--- src/rtl/spi_sched_pkg.sv ---
// Shared types and constants for the SPI transfer scheduler.
package spi_sched_pkg;

  localparam int BYTE_W  = 8;
  localparam int DIV_MIN = 4;
  localparam int GAP_MIN = 4;

  typedef enum logic [2:0] {
    ST_IDLE  = 3'd0,
    ST_SETUP = 3'd1,
    ST_HIGH  = 3'd2,
    ST_LOW   = 3'd3,
    ST_HOLD  = 3'd4,
    ST_GAP   = 3'd5
  } sched_st_t;

endpackage

--- src/rtl/spi_sched_arb.sv ---
// NREQ-way arbiter producing a one-hot winner.
// SPI_SCHED_RR_EN defined: round-robin, search starts after the last grant.
// SPI_SCHED_RR_EN undefined: fixed priority, lowest index wins, no state.
module spi_sched_arb #(
  parameter int NREQ = 2
) (
`ifdef SPI_SCHED_RR_EN
  input  logic            clk,
  input  logic            rst,
  input  logic            upd,
`endif
  input  logic [NREQ-1:0] req,
  output logic [NREQ-1:0] win,
  output logic            any
);

`ifdef SPI_SCHED_RR_EN
  localparam int PW = (NREQ > 1) ? $clog2(NREQ) : 1;

  logic [PW-1:0] ptr;
  logic [PW-1:0] win_idx;

  // Rotating search starting at the pointer; first requester found wins.
  always_comb begin
    int  k;
    logic found;
    logic take;
    win     = '0;
    win_idx = '0;
    found   = 1'b0;
    take    = 1'b0;
    k       = 0;
    any     = |req;
    for (int i = 0; i < NREQ; i++) begin
      k       = (i + int'(ptr)) % NREQ;
      take    = !found && req[k];
      win[k]  = win[k] | take;
      win_idx = take ? PW'(k) : win_idx;
      found   = found | take;
    end
  end

  // Pointer moves to the requester after the one just granted.
  always_ff @(posedge clk) begin
    if (rst) begin
      ptr <= '0;
    end else if (upd) begin
      ptr <= (win_idx == PW'(NREQ - 1)) ? '0 : win_idx + PW'(1);
    end else begin
      ptr <= ptr;
    end
  end
`else
  // Fixed priority: lowest set request bit wins.
  always_comb begin
    logic found;
    logic take;
    win   = '0;
    found = 1'b0;
    take  = 1'b0;
    any   = |req;
    for (int i = 0; i < NREQ; i++) begin
      take   = !found && req[i];
      win[i] = take;
      found  = found | take;
    end
  end
`endif

endmodule

--- src/rtl/spi_xfer_sched.sv ---
// SPI master transfer scheduler: arbitrates NREQ requesters onto one
// mode-0 SPI bus and runs one full-duplex byte per grant.
// Optional SPI_SCHED_RR_EN selects round-robin arbitration (see spi_sched_arb).
module spi_xfer_sched
  import spi_sched_pkg::*;
#(
  parameter int NREQ  = 2,
  parameter int NSLV  = 4,
  parameter int DIV   = 4,
  parameter int GAP   = 4,
  localparam int SLV_W = (NSLV > 1) ? $clog2(NSLV) : 1
) (
  input  logic                     Clk_i,
  input  logic                     Rst_i,
  input  logic [NREQ-1:0]          Req_i,
  input  logic [NREQ*SLV_W-1:0]    Slv_i,
  input  logic [NREQ*BYTE_W-1:0]   TxData_i,
  output logic [NREQ-1:0]          Gnt_o,
  output logic [NREQ-1:0]          Done_o,
  output logic [BYTE_W-1:0]        RxData_o,
  output logic                     Busy_o,
  output logic                     sck_o,
  output logic                     mosi_o,
  output logic [NSLV-1:0]          ss_o,
  input  logic                     miso_i
);

  localparam int CNT_MAX = (DIV > GAP) ? DIV : GAP;
  localparam int CW      = $clog2(CNT_MAX + 1);

  if (DIV < DIV_MIN) begin : g_div_chk
    $error("spi_xfer_sched: DIV must be >= %0d", DIV_MIN);
  end
  if (GAP < GAP_MIN) begin : g_gap_chk
    $error("spi_xfer_sched: GAP must be >= %0d", GAP_MIN);
  end

  sched_st_t         state;
  logic [CW-1:0]     cnt;
  logic [3:0]        bit_cnt;
  logic [BYTE_W-1:0] tx_sr;
  logic [BYTE_W-1:0] rx_sr;
  logic              slv_ok;

  logic [NREQ-1:0]   win;
  logic              any_req;
  logic [SLV_W-1:0]  slv_sel;
  logic [BYTE_W-1:0] tx_sel;
  logic [NSLV-1:0]   ss_dec;
  logic              slv_in_range;

`ifdef SPI_SCHED_RR_EN
  logic grant_evt;
  assign grant_evt = (state == ST_IDLE) && any_req;
`endif

  spi_sched_arb #(.NREQ(NREQ)) u_arb (
`ifdef SPI_SCHED_RR_EN
    .clk (Clk_i),
    .rst (Rst_i),
    .upd (grant_evt),
`endif
    .req (Req_i),
    .win (win),
    .any (any_req)
  );

  // Route the winner's slave index and byte to the capture point.
  always_comb begin
    slv_sel = '0;
    tx_sel  = '0;
    for (int i = 0; i < NREQ; i++) begin
      slv_sel = win[i] ? Slv_i[i*SLV_W +: SLV_W]       : slv_sel;
      tx_sel  = win[i] ? TxData_i[i*BYTE_W +: BYTE_W]  : tx_sel;
    end
  end

  // Decode slave index to one-hot SS; out-of-range indices select nobody.
  always_comb begin
    ss_dec = '0;
    for (int j = 0; j < NSLV; j++) begin
      ss_dec[j] = (int'(slv_sel) == j);
    end
    slv_in_range = (int'(slv_sel) < NSLV);
  end

  // Transfer FSM with half-period counter, bit counter and shift registers.
  // The GAP state runs GAP-1 cycles; the mandatory IDLE cycle makes up the
  // remaining SS-low cycle so the next grant lands exactly GAP cycles later.
  always_ff @(posedge Clk_i) begin
    if (Rst_i) begin
      state    <= ST_IDLE;
      cnt      <= '0;
      bit_cnt  <= 4'd0;
      tx_sr    <= '0;
      rx_sr    <= '0;
      slv_ok   <= 1'b0;
      Gnt_o    <= '0;
      Done_o   <= '0;
      RxData_o <= '0;
      Busy_o   <= 1'b0;
      sck_o    <= 1'b0;
      mosi_o   <= 1'b0;
      ss_o     <= '0;
    end else begin
      Done_o <= '0;
      case (state)
        ST_IDLE: begin
          cnt <= '0;
          if (any_req) begin
            state   <= ST_SETUP;
            Gnt_o   <= win;
            ss_o    <= ss_dec;
            slv_ok  <= slv_in_range;
            tx_sr   <= tx_sel;
            mosi_o  <= tx_sel[BYTE_W-1];
            bit_cnt <= 4'd0;
            Busy_o  <= 1'b1;
          end else begin
            Busy_o  <= 1'b0;
          end
        end
        ST_SETUP, ST_LOW: begin
          if (cnt == CW'(DIV - 1)) begin
            cnt     <= '0;
            state   <= ST_HIGH;
            sck_o   <= 1'b1;
            rx_sr   <= {rx_sr[BYTE_W-2:0], miso_i};
            bit_cnt <= bit_cnt + 4'd1;
          end else begin
            cnt <= cnt + CW'(1);
          end
        end
        ST_HIGH: begin
          if (cnt == CW'(DIV - 1)) begin
            cnt   <= '0;
            sck_o <= 1'b0;
            if (bit_cnt == 4'd8) begin
              state <= ST_HOLD;
            end else begin
              state  <= ST_LOW;
              tx_sr  <= {tx_sr[BYTE_W-2:0], 1'b0};
              mosi_o <= tx_sr[BYTE_W-2];
            end
          end else begin
            cnt <= cnt + CW'(1);
          end
        end
        ST_HOLD: begin
          if (cnt == CW'(DIV - 1)) begin
            cnt      <= '0;
            state    <= ST_GAP;
            RxData_o <= slv_ok ? rx_sr : 8'h00;
            Done_o   <= Gnt_o;
            Gnt_o    <= '0;
            ss_o     <= '0;
            mosi_o   <= 1'b0;
          end else begin
            cnt <= cnt + CW'(1);
          end
        end
        ST_GAP: begin
          if (cnt == CW'(GAP - 2)) begin
            cnt    <= '0;
            state  <= ST_IDLE;
            Busy_o <= 1'b0;
          end else begin
            cnt <= cnt + CW'(1);
          end
        end
        default: begin
          state  <= ST_IDLE;
          cnt    <= '0;
          Gnt_o  <= '0;
          ss_o   <= '0;
          sck_o  <= 1'b0;
          Busy_o <= 1'b0;
        end
      endcase
    end
  end

endmodule

--- config.mk ---
export PLATFORM = sky130hd
export DESIGN_NAME = spi_xfer_sched
export DESIGN_NICKNAME = d
export VERILOG_FILES = /design/src/rtl/spi_sched_pkg.sv /design/src/rtl/spi_sched_arb.sv /design/src/rtl/spi_xfer_sched.sv
export SDC_FILE = /design/constraint.sdc
export NUM_CORES = 1
export LEC_CHECK = 0
export CORE_MARGIN = 2
export CORE_UTILIZATION = 30
export CTS_CLUSTER_DIAMETER = 100
export DETAILED_ROUTE_END_ITERATION = 10
export SYNTH_ARGS = -nofsm -noshare
export SYNTH_HDL_FRONTEND = slang
export SYNTH_SLANG_ARGS = --single-unit
--- constraint.sdc ---
create_clock -name Clk_i -period 1.8 [get_ports Clk_i]
set_input_delay 0.18 -clock Clk_i [delete_from_list [all_inputs] [get_ports Clk_i]]
set_output_delay 0.18 -clock Clk_i [all_outputs]
set_load 0.005 [all_outputs]
==> metrics.yaml, run 1 <==
logic_synthesis:
  synth_edf_count: 0
  yosysMostFrequentCell: "dfxtp_1"
  syn_avg_cell_area_um2: 8.50
  synth.top_cell.area_share_pct: 44.4
  mappedNetlistArea_um2: 2030
  synthTopCellsByArea: "dfxtp_1 44%, a21oi_1 6.4%, nor2_1 6.3%"
  synth_top_area_cell: "dfxtp_1"
  ys_ff_latch: 45
  yosys_warnings: 0
  synth_cell_types: 36
  yosys_most_used_dff: "dfxtp_1"
  ys_seq_area_share_pct: 44.4
  synthCells: 239
  synth_common_cells: "45 x dfxtp_1, 34 x nor2_1, 27 x nand2_1"
  async_flop_share_pct: 0
  synth.net_count: 270
worst_setup_path:
  r2r-end: "tx_sr[2]"
  timing.rr.start: "state[0]"
  crit_path_max_incr_delay_ps: 480
  arrival_ps: 1840
  critPathKind: "reg2reg"
  critPathCaptureType: "flop"
  cp_cell_sequence: "or3b_1, o22ai_4, mux2i_1, nor2_1"
  reg2reg_depth: 4
  cpLargestDelayFamily: "simple AND/OR/NAND/NOR gates"
  cp_max_fo: 12
  cp-start-kind: "flop"
  crit_slowest_cell: "or3b_1"
  crit_required_ps: 1980
  critical_path_buf_inv_count: 0
  r2r_setup_slack_ps: 140
cts:
  ctsHoldBuffers: 0
  htreeDepth: 2
  cts_sinks: 45
  cts_made_buffers: 5
  clk_path_buf_depth: 2
  cts_setup_buffers: 0
  cts_root_buf: "clkbuf_8"
  clk_pin_slew_ps: 90
  clk_latency_ps: 300
  tritoncts: "done"
sta:
  finalSetupTns_ps: 0
  max_clock_freq_mhz: 601
  finalCriticalPeriod_ps: 1660
  setup_ws_ps: 137
  finalClockSkew_ps: 5.64
  finalHoldViolCount: 0
  relSlewSlack_pct: 63.8
  rsz0062_at_grt: "true"
  maxSlewViolCount: 0
  min_period_over_period_pct: 92.4
  setup-violations-final: 0
  worstMarginPinSlew_ps: 541
place:
  globalplace.congestion: 0.798
  dp_slack_ps: 115
  portBuffers: 43
  hpwlAfterDp_um: 3400
global_route:
  grt_max_degree: 29
  grt_first_pass_wirelength_um: 7700
  antenna_found_initial: 0
  grt_pass1_vias: 1755
  track_usage_pct: 12.7
  globalRoute.totalOverflow: 0
drt:
  drcViolationCount: 0
  ant_nets: 0
  viasPerCell: 4.89
  wirelength_um: 4510
  vias: 1799
  wl_per_cell_um: 12.3
  dr.pass1.iters: 4
  drtIter0Drc: 62
pwr:
  vdd_ir_drop_max_uv: 453
  power.leakage_nw: 1.05
  p_per_area_nw_per_um2: 787
status:
  status: "completed"
cells_and_area:
  syn2layout_area_growth_pct: 35.2
  diodes: 0
  final_net_count: 321
  drive_gt1_share_pct: 11.3
die:
  dieArea_um2: 7440
  ioPinCount: 44
  die_x_um: 86.3
  core_area_um2: 6460
  rows: 29
  die_y_um: 86.3
  start_util_pct: 31.4
hold_path:
  holdPathEnd: "rx_sr[0]"
  whs_path_depth: 3
  hold_class: "in2reg"
  min-delay-start: "miso_i"
job:
  drv_cap: 0
## power breakdown
group / switching [mW] / internal, mW / total (mW)
logic: 0.140 / 0.176 / 0.315
registers: 0.0316 / 1.03 / 1.07
clock network: 0.365 / 0.416 / 0.781
## metal layers
| layer | global-route usage, % | share of wire (%) | up-vias | wire length [um] |
|---|---|---|---|---|
| met5 | 0 | 0 | - | 0 |
| met4 | 3.27 | 0.62 | 0 | 28 |
| met3 | 3.14 | 4.6 | 3 | 207 |
| met2 | 21.4 | 46 | 41 | 2070 |
| met1 | 16.3 | 49 | 824 | 2210 |
| li1 | - | - | 931 | - |
## layout by cell type (no fill, tap or decap), types with 3 or more instances in the layout
cell and n:
a22oi_1 14, clkdlybuf4s50_1 43, inv_1 6, a21oi_1 26, nor2b_1 3, nand3_1 3, clkbuf_8 5, o21ai_0 6
and2_1 3, nor2_1 34, buf_4 16, mux2i_1 9, ha_1 6, a22o_1 9, nand3b_1 4, nand2_1 27
dfxtp_1 45, nor3_1 5
## per-stage QoR
step / cells / power (mW) / util [%] / hold slack (ps) / area, um^2
floorplan: 239 / 1.25 / - / 316 / 2030
global placement: 360 / 1.40 / 40.4 / 445 / 2610
detailed placement: 360 / 1.40 / 40.4 / 449 / 2610
CTS: 368 / 2.18 / 42.2 / 436 / 2730
global route: 368 / 2.27 / 42.5 / 445 / 2750
finish: 368 / 2.16 / 42.5 / 436 / 2750
## cell type report
cell class,count,area [um^2]
clock buffers,5,68.8
clock inverters,3,46.3
fillers,656,3710
inverters,6,22.5
multi-input cells,173,1060
flip-flops and latches,45,901
well taps,77,96.3
repair buffers,59,551
## worst reg2reg max path: stages (launching register included)
cell,delay (ps)
dfxtp_1,440
or3b_1,480
o22ai_4,330
mux2i_1,230
nor2_1,60
## logic make-up (layout without fill, tap and decap cells)
family / Yosys count / in the layout / synth area share [%]
buffers and inverters: 21 / 73 / 4.44
AO/OA/AOI/OAI: 63 / 63 / 20.5
XOR/XNOR: 3 / 3 / 1.29
adder cells (fa/ha/maj): 6 / 6 / 3.70
multiplexers: 9 / 9 / 4.44
AND/OR/NAND/NOR: 92 / 92 / 21.3
flip-flops: 45 / 45 / 44.4
## worst max-delay path by stage
stage,startpoint,end,slack [ps],cells after the start
floorplan,state[2],tx_sr[1],240,6
global placement,Req_i[0],mosi_o,140,6
detailed placement,Req_i[0],mosi_o,120,6
CTS,cnt[0],RxData_o[6],120,5
global route,cnt[0],bit_cnt[3],-10,6
finish,state[0],tx_sr[2],140,4
## repair_timing
| action | CTS | global route |
|---|---|---|
| hold endpoints to repair | 0 | 0 |
| endpoints found under the setup margin | 0 | 7 |
| gates resized for setup | 0 | 5 |
## sequential cells by signal (all words and copies together) (netlist names)
signal	flops
Gnt_o	2
Done_o	2
tx_sr	7
mosi_o	1
slv_ok	1
state	3
bit_cnt	4
RxData_o	8
ss_o	4
sck_o	1
Busy_o	1
cnt	3
rx_sr	8
(Power assumes the default switching activity.)
==> inputs of run 2 (changes only) <==
- CTS_CLUSTER_SIZE: unset -> 8
==> results of run 2 <==
The final DEF is identical to that of run 1; final timing and power are the same.
==> inputs of run 3 (changes only) <==
- CORE_UTILIZATION: 30 -> 40
- PLACE_DENSITY: unset -> 0.65
==> run 3 against run 2 <==
  * Maximum frequency shrank 1.0%
  * Clock skew rose by 0.78 ps
  * Total power down 7.0%
  * Global-route usage rose by 4.2 points
  * Sequential cell count unchanged
  * Via count about the same
  * Design area down 1.8%
  * Combinational power decreased by 3%
  * Worst hold slack got worse by 4.0 ps
  * Non-clock buffer count stayed put
  * Clock power is 18% lower
  * Critical path depth did not move
  * Critical endpoint unchanged
  * Largest power group unchanged
==> metrics.yaml, run 3 (synthesis results as in run 1) <==
place:
  placed_area_um2: 2600
  hpwlAfterDp_um: 3260
  dp_slack_ps: -33.4
  globalplace.congestion: 0.806
  portBuffers: 43
global_route:
  grt_first_pass_wirelength_um: 7250
  globalRoute.totalOverflow: 0
  antenna_found_initial: 0
  busiest_layer: "met2"
  use_met2_pct: 26.8
  track_usage_pct: 16.9
  globalRouteMet1Util_pct: 22.2
  grtUsageMet3_pct: 4.69
  grt_pass1_vias: 1622
  grt_max_degree: 37
drt:
  drcViolationCount: 0
  drtIter0Drc: 62
  wirelength_um: 4410
  vias: 1798
  viasPerCell: 5.02
  ant_nets: 0
  dr.pass1.iters: 4
  wl_per_cell_um: 12.3
pwr:
  p_total_mw: 2.01
  power.leakage_nw: 1.04
  vdd_ir_drop_max_uv: 381
  p_per_area_nw_per_um2: 746
sta:
  setup-violations-final: 0
  min_period_over_period_pct: 93.4
  worstMarginPinSlew_ps: 486
  max_clock_freq_mhz: 595
  whs_ps: 432
  rsz0062_at_grt: "false"
  finalCriticalPeriod_ps: 1680
  relSlewSlack_pct: 67.5
  finalHoldViolCount: 0
  finalClockSkew_ps: 6.42
  maxSlewViolCount: 0
  setup_ws_ps: 120
die:
  ioPinCount: 44
  start_util_pct: 42.2
  core_area_um2: 4820
  rows: 25
  die_x_um: 75.3
  die_y_um: 75.3
  dieArea_um2: 5660
cts:
  clk_path_buf_depth: 2
  clk_latency_ps: 300
  cts_made_buffers: 5
  cts_root_buf: "clkbuf_8"
  clk_pin_slew_ps: 90
  htreeDepth: 2
  cts_setup_buffers: 0
  tritoncts: "done"
  cts_sinks: 45
cells_and_area:
  mostFrequentLayoutCell: "dfxtp_1"
  final_net_count: 321
  drive_gt1_share_pct: 11.0
  reg.largest.list: "RxData_o (8), rx_sr (8), tx_sr (7)"
  syn2layout_area_growth_pct: 32.8
  diodes: 0
  final_cell_mix: "44 x dfxtp_1, 43 x clkdlybuf4s50_1, 34 x nor2_1, 27 x nand2_1, 26 x a21oi_1"
  final_area_um2: 2700
hold_path:
  min-delay-start: "miso_i"
  whs_path_depth: 3
  hold_class: "in2reg"
  holdPathEnd: "rx_sr[0]"
worst_setup_path:
  timing.rr.start: "state[1]"
  cp_max_fo: 8
  r2r_setup_slack_ps: 120
  critPathCaptureType: "flop"
  reg2reg_depth: 4
  r2r-end: "tx_sr[2]"
  arrival_ps: 1870
  crit_required_ps: 1990
  cp-start-kind: "flop"
  critPathKind: "reg2reg"
job:
  drv_cap: 0
status:
  status: "completed"
run 3: worst max path at each step:
stage	from	end	slack, ps
after floorplan	state[2]	tx_sr[1]	240
after global placement	cnt[0]	RxData_o[0]	-50
after detailed placement	cnt[0]	RxData_o[0]	-30
after CTS	cnt[0]	RxData_o[0]	60
after global routing	cnt[0]	RxData_o[0]	30
final	state[1]	tx_sr[2]	120
run 3: per-stage QoR:
stage | util, % | instances | TNS (ps)
5_1_grt | 56.0 | 358 | 0
6_report | 56.0 | 358 | 0
3_3_place_gp | 53.9 | 350 | -281
3_5_place_dp | 53.9 | 350 | -213
4_1_cts | 55.9 | 358 | 0
2_1_floorplan | - | 239 | 0
run 3: timing repair:
item                                    CTS  global route
endpoints found under the setup margin    7             9
gates resized for setup                   1             3
hold buffers                              0             0
run 3: cell type report:
cell class	instances	area, um^2
tap	67	83.8
sequential	45	902
fill	479	2120
clock inverter	3	21.3
timing repair buffer	59	551
clock buffer	5	68.8
inverter	6	22.5
multi-input combinational	173	1050
run 3: routing by layer:
layer  share of wire, %  vias to the layer above
li1                   -                      931
met1                 50                      817
met2                 45                       46
met3                4.6                        4
met4               0.88                        0
met5                  0                        -
run 3: critical path: stages, from the launching register on:
cell     delay (ps)
dfxtp_1         500
or3b_1          450
o22ai_4         330
mux2i_1         230
nor2_1           50
run 3: report_power, final:
group / leakage [nW] / switching [mW] / total, mW / internal [mW]
Sequential: 0.366 / 0.0327 / 1.07 / 1.03
Clock: 0.0445 / 0.362 / 0.638 / 0.276
Combinational: 0.631 / 0.136 / 0.306 / 0.170
Total: 1.04 / 0.530 / 2.01 / 1.48
